<file path="src/rtl/rwt_tag_extract_if.sv">
// Stream bundle for the tag extractor: escape-coded input beats in, decoded words with tag sideband out.
// The DUT takes the slave view; the producer/consumer side takes the master view.
interface rwt_tag_extract_if #(
  parameter int DATA_WIDTH     = 64,
  parameter int TAG_TYPE_WIDTH = 7
);
  logic                      s_axi_valid;
  logic                      s_axi_ready;
  logic [DATA_WIDTH-1:0]     s_axi_data;
  logic                      s_axi_last;
  logic                      m_axi_valid;
  logic                      m_axi_ready;
  logic [DATA_WIDTH-1:0]     m_axi_data;
  logic                      m_axi_tag_valid;
  logic [TAG_TYPE_WIDTH-1:0] m_axi_tag_type;
  logic                      m_axi_last;

  modport slave (
    input  s_axi_valid, s_axi_data, s_axi_last, m_axi_ready,
    output s_axi_ready, m_axi_valid, m_axi_data, m_axi_tag_valid, m_axi_tag_type, m_axi_last
  );

  modport master (
    output s_axi_valid, s_axi_data, s_axi_last, m_axi_ready,
    input  s_axi_ready, m_axi_valid, m_axi_data, m_axi_tag_valid, m_axi_tag_type, m_axi_last
  );
endinterface

</file>
<file path="src/rtl/rwt_tag_extract.sv">
// Receive-side tag extractor: strips escape/header framing from the 64-bit user stream and
// restores plain samples plus in-band tag payloads through a single output register stage.
module rwt_tag_extract #(
  parameter int DATA_WIDTH     = 64,
  parameter int TAG_TYPE_WIDTH = 7,
  parameter int ERR_CNT_WIDTH  = 16
) (
  input  logic                     clk,
  input  logic                     rst,
  input  logic                     use_tags,
  input  logic [DATA_WIDTH-1:0]    tag_escape,
  rwt_tag_extract_if.slave         bus,
  output logic                     err_pulse,
  output logic [ERR_CNT_WIDTH-1:0] err_count
);

  typedef enum logic [1:0] {
    ST_DATA = 2'd0,
    ST_ESC  = 2'd1,
    ST_TAG  = 2'd2
  } state_t;

  localparam logic [7:0] HDR_LITERAL = 8'h00;
  localparam logic [7:0] HDR_TAG     = 8'h01;

  state_t                    state_q;
  logic [TAG_TYPE_WIDTH-1:0] type_q;
  logic                      m_valid_q;
  logic [DATA_WIDTH-1:0]     m_data_q;
  logic                      m_tag_valid_q;
  logic [TAG_TYPE_WIDTH-1:0] m_tag_type_q;
  logic                      m_last_q;

  logic                      s_accept;
  logic                      is_escape;
  logic [7:0]                hdr_code;
  logic                      proto_err;

  assign bus.s_axi_ready     = ~m_valid_q | bus.m_axi_ready;
  assign bus.m_axi_valid     = m_valid_q;
  assign bus.m_axi_data      = m_data_q;
  assign bus.m_axi_tag_valid = m_tag_valid_q;
  assign bus.m_axi_tag_type  = m_tag_type_q;
  assign bus.m_axi_last      = m_last_q;

  assign s_accept  = bus.s_axi_valid & bus.s_axi_ready;
  assign is_escape = (bus.s_axi_data == tag_escape);
  assign hdr_code  = bus.s_axi_data[DATA_WIDTH-1 -: 8];

  // A frame may not end on an escape or tag header, and unknown header codes are dropped.
  always_comb begin
    proto_err = 1'b0;
    if (s_accept) begin
      unique case (state_q)
        ST_DATA: proto_err = use_tags & is_escape & bus.s_axi_last;
        ST_ESC:  proto_err = (hdr_code == HDR_TAG) ? bus.s_axi_last
                                                   : (hdr_code != HDR_LITERAL);
        default: proto_err = 1'b0;
      endcase
    end
  end

  always_ff @(posedge clk) begin
    if (rst) begin
      state_q       <= ST_DATA;
      type_q        <= '0;
      m_valid_q     <= 1'b0;
      m_data_q      <= '0;
      m_tag_valid_q <= 1'b0;
      m_tag_type_q  <= '0;
      m_last_q      <= 1'b0;
      err_pulse     <= 1'b0;
      err_count     <= '0;
    end else begin
      err_pulse <= 1'b0;
      if (m_valid_q && bus.m_axi_ready) begin
        m_valid_q <= 1'b0;
      end

      if (proto_err) begin
        err_pulse <= 1'b1;
        if (err_count != {ERR_CNT_WIDTH{1'b1}}) begin
          err_count <= err_count + 1'b1;
        end
      end

      // Escape and header beats are swallowed; only data, literal escapes and payloads load the output.
      if (s_accept) begin
        unique case (state_q)
          ST_DATA: begin
            if (use_tags && is_escape) begin
              state_q <= bus.s_axi_last ? ST_DATA : ST_ESC;
            end else begin
              m_valid_q     <= 1'b1;
              m_data_q      <= bus.s_axi_data;
              m_tag_valid_q <= 1'b0;
              m_tag_type_q  <= '0;
              m_last_q      <= bus.s_axi_last;
            end
          end
          ST_ESC: begin
            state_q <= ST_DATA;
            if (hdr_code == HDR_LITERAL) begin
              m_valid_q     <= 1'b1;
              m_data_q      <= tag_escape;
              m_tag_valid_q <= 1'b0;
              m_tag_type_q  <= '0;
              m_last_q      <= bus.s_axi_last;
            end else if ((hdr_code == HDR_TAG) && !bus.s_axi_last) begin
              type_q  <= bus.s_axi_data[TAG_TYPE_WIDTH-1:0];
              state_q <= ST_TAG;
            end
          end
          ST_TAG: begin
            state_q       <= ST_DATA;
            m_valid_q     <= 1'b1;
            m_data_q      <= bus.s_axi_data;
            m_tag_valid_q <= 1'b1;
            m_tag_type_q  <= type_q;
            m_last_q      <= bus.s_axi_last;
          end
          default: state_q <= ST_DATA;
        endcase
      end
    end
  end

endmodule

</file>
<file path="src/flat_wrapper.sv">
// flat-port wrapper written by rule: the top's interface ports become plain ports
module rwt_tag_extract_flat 
#(
  parameter int DATA_WIDTH     = 64,
  parameter int TAG_TYPE_WIDTH = 7,
  parameter int ERR_CNT_WIDTH  = 16
)
  (clk, rst, use_tags, tag_escape, err_pulse, err_count, bus_s_axi_valid, bus_s_axi_data, bus_s_axi_last, bus_m_axi_ready, bus_s_axi_ready, bus_m_axi_valid, bus_m_axi_data, bus_m_axi_tag_valid, bus_m_axi_tag_type, bus_m_axi_last);
  rwt_tag_extract_if #(.DATA_WIDTH(DATA_WIDTH), .TAG_TYPE_WIDTH(TAG_TYPE_WIDTH)) bus_i ();
  input  logic clk;
  input  logic rst;
  input  logic use_tags;
  input  logic [DATA_WIDTH-1:0] tag_escape;
  output logic err_pulse;
  output logic [ERR_CNT_WIDTH-1:0] err_count;
  input wire logic [$bits(bus_i.s_axi_valid)-1:0] bus_s_axi_valid;
  input wire logic [$bits(bus_i.s_axi_data)-1:0] bus_s_axi_data;
  input wire logic [$bits(bus_i.s_axi_last)-1:0] bus_s_axi_last;
  input wire logic [$bits(bus_i.m_axi_ready)-1:0] bus_m_axi_ready;
  output wire logic [$bits(bus_i.s_axi_ready)-1:0] bus_s_axi_ready;
  output wire logic [$bits(bus_i.m_axi_valid)-1:0] bus_m_axi_valid;
  output wire logic [$bits(bus_i.m_axi_data)-1:0] bus_m_axi_data;
  output wire logic [$bits(bus_i.m_axi_tag_valid)-1:0] bus_m_axi_tag_valid;
  output wire logic [$bits(bus_i.m_axi_tag_type)-1:0] bus_m_axi_tag_type;
  output wire logic [$bits(bus_i.m_axi_last)-1:0] bus_m_axi_last;
  assign bus_i.s_axi_valid = bus_s_axi_valid;
  assign bus_i.s_axi_data = bus_s_axi_data;
  assign bus_i.s_axi_last = bus_s_axi_last;
  assign bus_i.m_axi_ready = bus_m_axi_ready;
  assign bus_s_axi_ready = bus_i.s_axi_ready;
  assign bus_m_axi_valid = bus_i.m_axi_valid;
  assign bus_m_axi_data = bus_i.m_axi_data;
  assign bus_m_axi_tag_valid = bus_i.m_axi_tag_valid;
  assign bus_m_axi_tag_type = bus_i.m_axi_tag_type;
  assign bus_m_axi_last = bus_i.m_axi_last;
  rwt_tag_extract #(.DATA_WIDTH(DATA_WIDTH), .TAG_TYPE_WIDTH(TAG_TYPE_WIDTH), .ERR_CNT_WIDTH(ERR_CNT_WIDTH)) u_core (.clk(clk), .rst(rst), .use_tags(use_tags), .tag_escape(tag_escape), .bus(bus_i), .err_pulse(err_pulse), .err_count(err_count));
endmodule
</file>
<file path="config.mk">
export PLATFORM = sky130hd
export DESIGN_NAME = rwt_tag_extract_flat
export DESIGN_NICKNAME = d
export VERILOG_FILES = /design/src/rtl/rwt_tag_extract_if.sv /design/src/rtl/rwt_tag_extract.sv /design/src/flat_wrapper.sv
export SDC_FILE = /design/constraint.sdc
export NUM_CORES = 1
export LEC_CHECK = 0
export CAP_MARGIN = 10
export CORE_ASPECT_RATIO = 1.75
export CORE_MARGIN = 4
export CORE_UTILIZATION = 46
export DETAILED_ROUTE_END_ITERATION = 10
export PLACE_DENSITY = 0.88
export SLEW_MARGIN = 40
export SYNTH_ARGS = -nofsm -noshare
export SYNTH_HDL_FRONTEND = slang
export SYNTH_SLANG_ARGS = --single-unit
</file>
<file path="constraint.sdc">
create_clock -name clk -period 6.3 [get_ports clk]
set_input_delay 0.63 -clock clk [delete_from_list [all_inputs] [get_ports clk]]
set_output_delay 0.63 -clock clk [all_outputs]
set_load 0.01 [all_outputs]
</file>
==> flow_metrics.py <==
metrics = {
    "final_layout": {
        "area_growth_syn_to_layout_pct": 51.1,
        "diodes": 0,
        "fill_cells": 844,
        "final_area_mm2": 0.00773,
        "fin_nets": 920,
        "layoutNonFillerInstCount": 919,
        "drive_gt1_share_pct": 3.17,
    },
    "worst_setup_path": {
        "end_kind": "register",
        "startpoint": "bus_s_axi_data[61]",
        "crit_path_end": "u_core.bus.m_axi_data[29]",
        "arrival_ps": 3690,
        "critPathLaunchType": "primary input",
        "worstSetupPathType": "in2reg",
        "reg2reg_from": "u_core.state_q[0]",
        "r2r_setup_slack_ps": 3580,
        "worst_r2r_path_depth": 7,
        "required_ps": 6550,
        "critPathMaxFanout": 49,
        "regToRegEndpoint": "u_core.err_count[13]",
    },
    "routing": {
        "dr.pass1.iters": 5,
        "finalWirelength_um": 18200,
        "antenna_left": 0,
        "vias": 5275,
        "drc": 0,
        "wl_met2_um": 9270,
        "viasPerCell": 5.74,
        "highest_layer": "met4",
        "wl_met1_um": 6490,
        "met3WireLength_um": 1250,
        "drt-initial-drc-count": 244,
        "wl_per_cell_um": 19.8,
    },
    "floorplanning": {
        "coreArea_mm2": 0.0108,
        "pin_count": 226,
        "initial_core_util_pct": 47.3,
        "rows": 50,
        "die_h_um": 148,
        "dieArea_mm2": 0.0129,
        "die_w_um": 87.8,
    },
    "clocking": {
        "postCtsSetupBuffers": 0,
        "htreeDepth": 3,
        "cts_tree": "built",
        "cts.repair.resized": 0,
        "clock_latency_ps": 350,
        "clk_pin_slew_ps": 70,
        "clock-sinks": 100,
        "ctsHoldBuffers": 0,
        "cts-buffers-inserted": 9,
        "clockBufferDepth": 2,
        "cts-root-buf": "clkbuf_16",
    },
    "hold_path": {
        "hp-class": "reg2reg",
    },
    "global_routing": {
        "overflow": 0,
        "track_usage_pct": 27.8,
        "antenna_found_initial": 0,
        "grt_pass1_wl_um": 28000,
        "grt_max_degree": 102,
        "grt_pass1_vias": 5492,
    },
    "place": {
        "dpl_cell_area_mm2": 0.00742,
        "io_buffers": 225,
        "pre_cts_slack_ps": 2180,
        "place.gp.congestion": 0.860,
        "dpl.hpwl_um": 13900,
        "place_inst": 903,
    },
    "power_and_ir_drop": {
        "p_total_mw": 1.58,
        "powerDensity_mw_per_mm2": 204,
        "switching_power_mw": 0.411,
        "pwr-share-comb_pct": 21.4,
        "power_frac_seq_pct": 43.2,
        "switching_share_pct": 26.0,
        "p_leak_nw": 2.61,
        "pwr-share-clk_pct": 35.4,
        "ir_drop_mv": 0.147,
        "p_int_mw": 1.17,
    },
    "logic_synthesis": {
        "yosysUniqueCellTypes": 44,
        "post-synth-top-count-cell": "dfxtp_1",
        "seq_area_frac_synth_pct": 39.1,
        "synthFlopType": "dfxtp_1",
        "synth_edf_count": 0,
        "yosysTopAreaCell": "dfxtp_1",
        "syn_area_per_cell_um2": 8.77,
        "syn_area_mm2": 0.00512,
        "yosys_warnings": 0,
        "synth_nets": 719,
        "syn_inst": 584,
        "ys_seq_elements": 100,
        "synthTopCellsByArea": "dfxtp_1 (39%), mux2i_1 (13%), a211oi_1 (9.4%)",
        "ys_async_sr_fraction_pct": 0,
        "synth.cells.most_frequent": "dfxtp_1 (100), nor2_1 (90), a211oi_1 (64), mux2i_1 (64), xnor2_1 (50)",
        "synth_top_area_share_pct": 39.1,
    },
    "status": {
        "status": "finished clean",
    },
    "sta": {
        "period_minus_slack_ps": 3440,
        "fin_crit_sh_pct": 54.7,
        "drv_slew": 0,
        "worstMarginPinSlew_ps": 823,
        "worst_slack_ps": 2860,
        "clock_skew_ps": 8.01,
        "fin_setup_tns_ps": 0,
        "hold_viol": 0,
        "max_slew_margin_pct": 45.2,
        "finalSetupViolCount": 0,
        "max_freq_mhz": 290,
        "rsz0062_at_grt": "false",
    },
    "flow_run": {
        "maxCapViolCount": 0,
    },
}
cell type report:
| type | count | area [µm²] | area share [%] |
|---|---|---|---|
| timing repair buffer | 228 | 2290 | 29.6 |
| clock buffer | 11 | 243 | 3.14 |
| sequential | 100 | 2000 | 25.9 |
| clock inverter | 4 | 50.0 | 0.647 |
| multi-input combinational | 431 | 2930 | 37.9 |
| inverter | 15 | 56.3 | 0.728 |
| tap | 130 | 163 | 2.10 |
worst max-delay path, cell delays in order:
cell             delay [ps]
clkdlybuf4s50_1         500
or4_1                   570
nor4_1                  370
nand2_1                 100
a21oi_1                 240
o21a_4                  440
buf_4                   480
nor2_1                   80
a211oi_1                250
metrics by stage:
stage | utilization (%) | hold slack [ps]
global route | 71.5 | 493
floorplan | - | 436
global placement | 68.4 | 441
detailed placement | 68.6 | 452
CTS | 71.3 | 462
finish | 71.5 | 458
per-layer routing:
metal | vias up | GRT usage, %
met2 | 236 | 48.1
met1 | 2447 | 29.7
li1 | 2527 | -
met3 | 65 | 6.25
met5 | - | 0
met4 | 0 | 17.4
kinds of logic after synthesis:
group           synth area share [%]
xor+xnor                        8.55
flops                           39.1
mux                             12.7
fa+ha+maj                      0.244
simple gates                    17.1
compound gates                  18.1
buf+inv                         4.15
power groups by stage:
stage | logic, mW | clock network, mW | registers [mW]
detailed placement | 0.335 | 0 | 0.697
global placement | 0.328 | 0 | 0.695
CTS | 0.338 | 0.562 | 0.683
finish | 0.338 | 0.559 | 0.683
floorplan | 0.114 | 0 | 0.711
global route | 0.362 | 0.587 | 0.686
sequential cells by signal, summed over array words and instances (netlist names):
register / count
u_core.bus.m_axi_valid: 1
u_core.type_q: 7
u_core.bus.m_axi_tag_valid: 1
u_core.bus.m_axi_data: 64
u_core.err_count: 16
u_core.bus.m_axi_tag_type: 7
u_core.state_q: 2
u_core.err_pulse: 1
u_core.bus.m_axi_last: 1
worst min path at each step:
stage / from / end / slack [ps] / cells after the start
2_1_floorplan: u_core.type_q[0] / u_core.bus.m_axi_tag_type[0] / 440 / 2
3_3_place_gp: u_core.bus.m_axi_tag_type[1] / u_core.bus.m_axi_tag_type[1] / 440 / 2
3_5_place_dp: u_core.bus.m_axi_tag_type[2] / u_core.bus.m_axi_tag_type[2] / 450 / 2
4_1_cts: u_core.type_q[3] / u_core.bus.m_axi_tag_type[3] / 460 / 2
5_1_grt: u_core.type_q[6] / u_core.bus.m_axi_tag_type[6] / 490 / 2
6_report: u_core.type_q[3] / u_core.bus.m_axi_tag_type[3] / 460 / 2
cell usage in the layout, fill, tap and decap left out, types with 14 or more instances in the layout:
cell,instances
a211oi_1,64
a21oi_1,34
clkdlybuf4s50_1,224
dfxtp_1,100
inv_1,15
mux2i_1,64
nand2_1,26
nand4_1,14
nor2_1,89
xnor2_1,50
No activity file was read; power rests on OpenSTA's default activity.
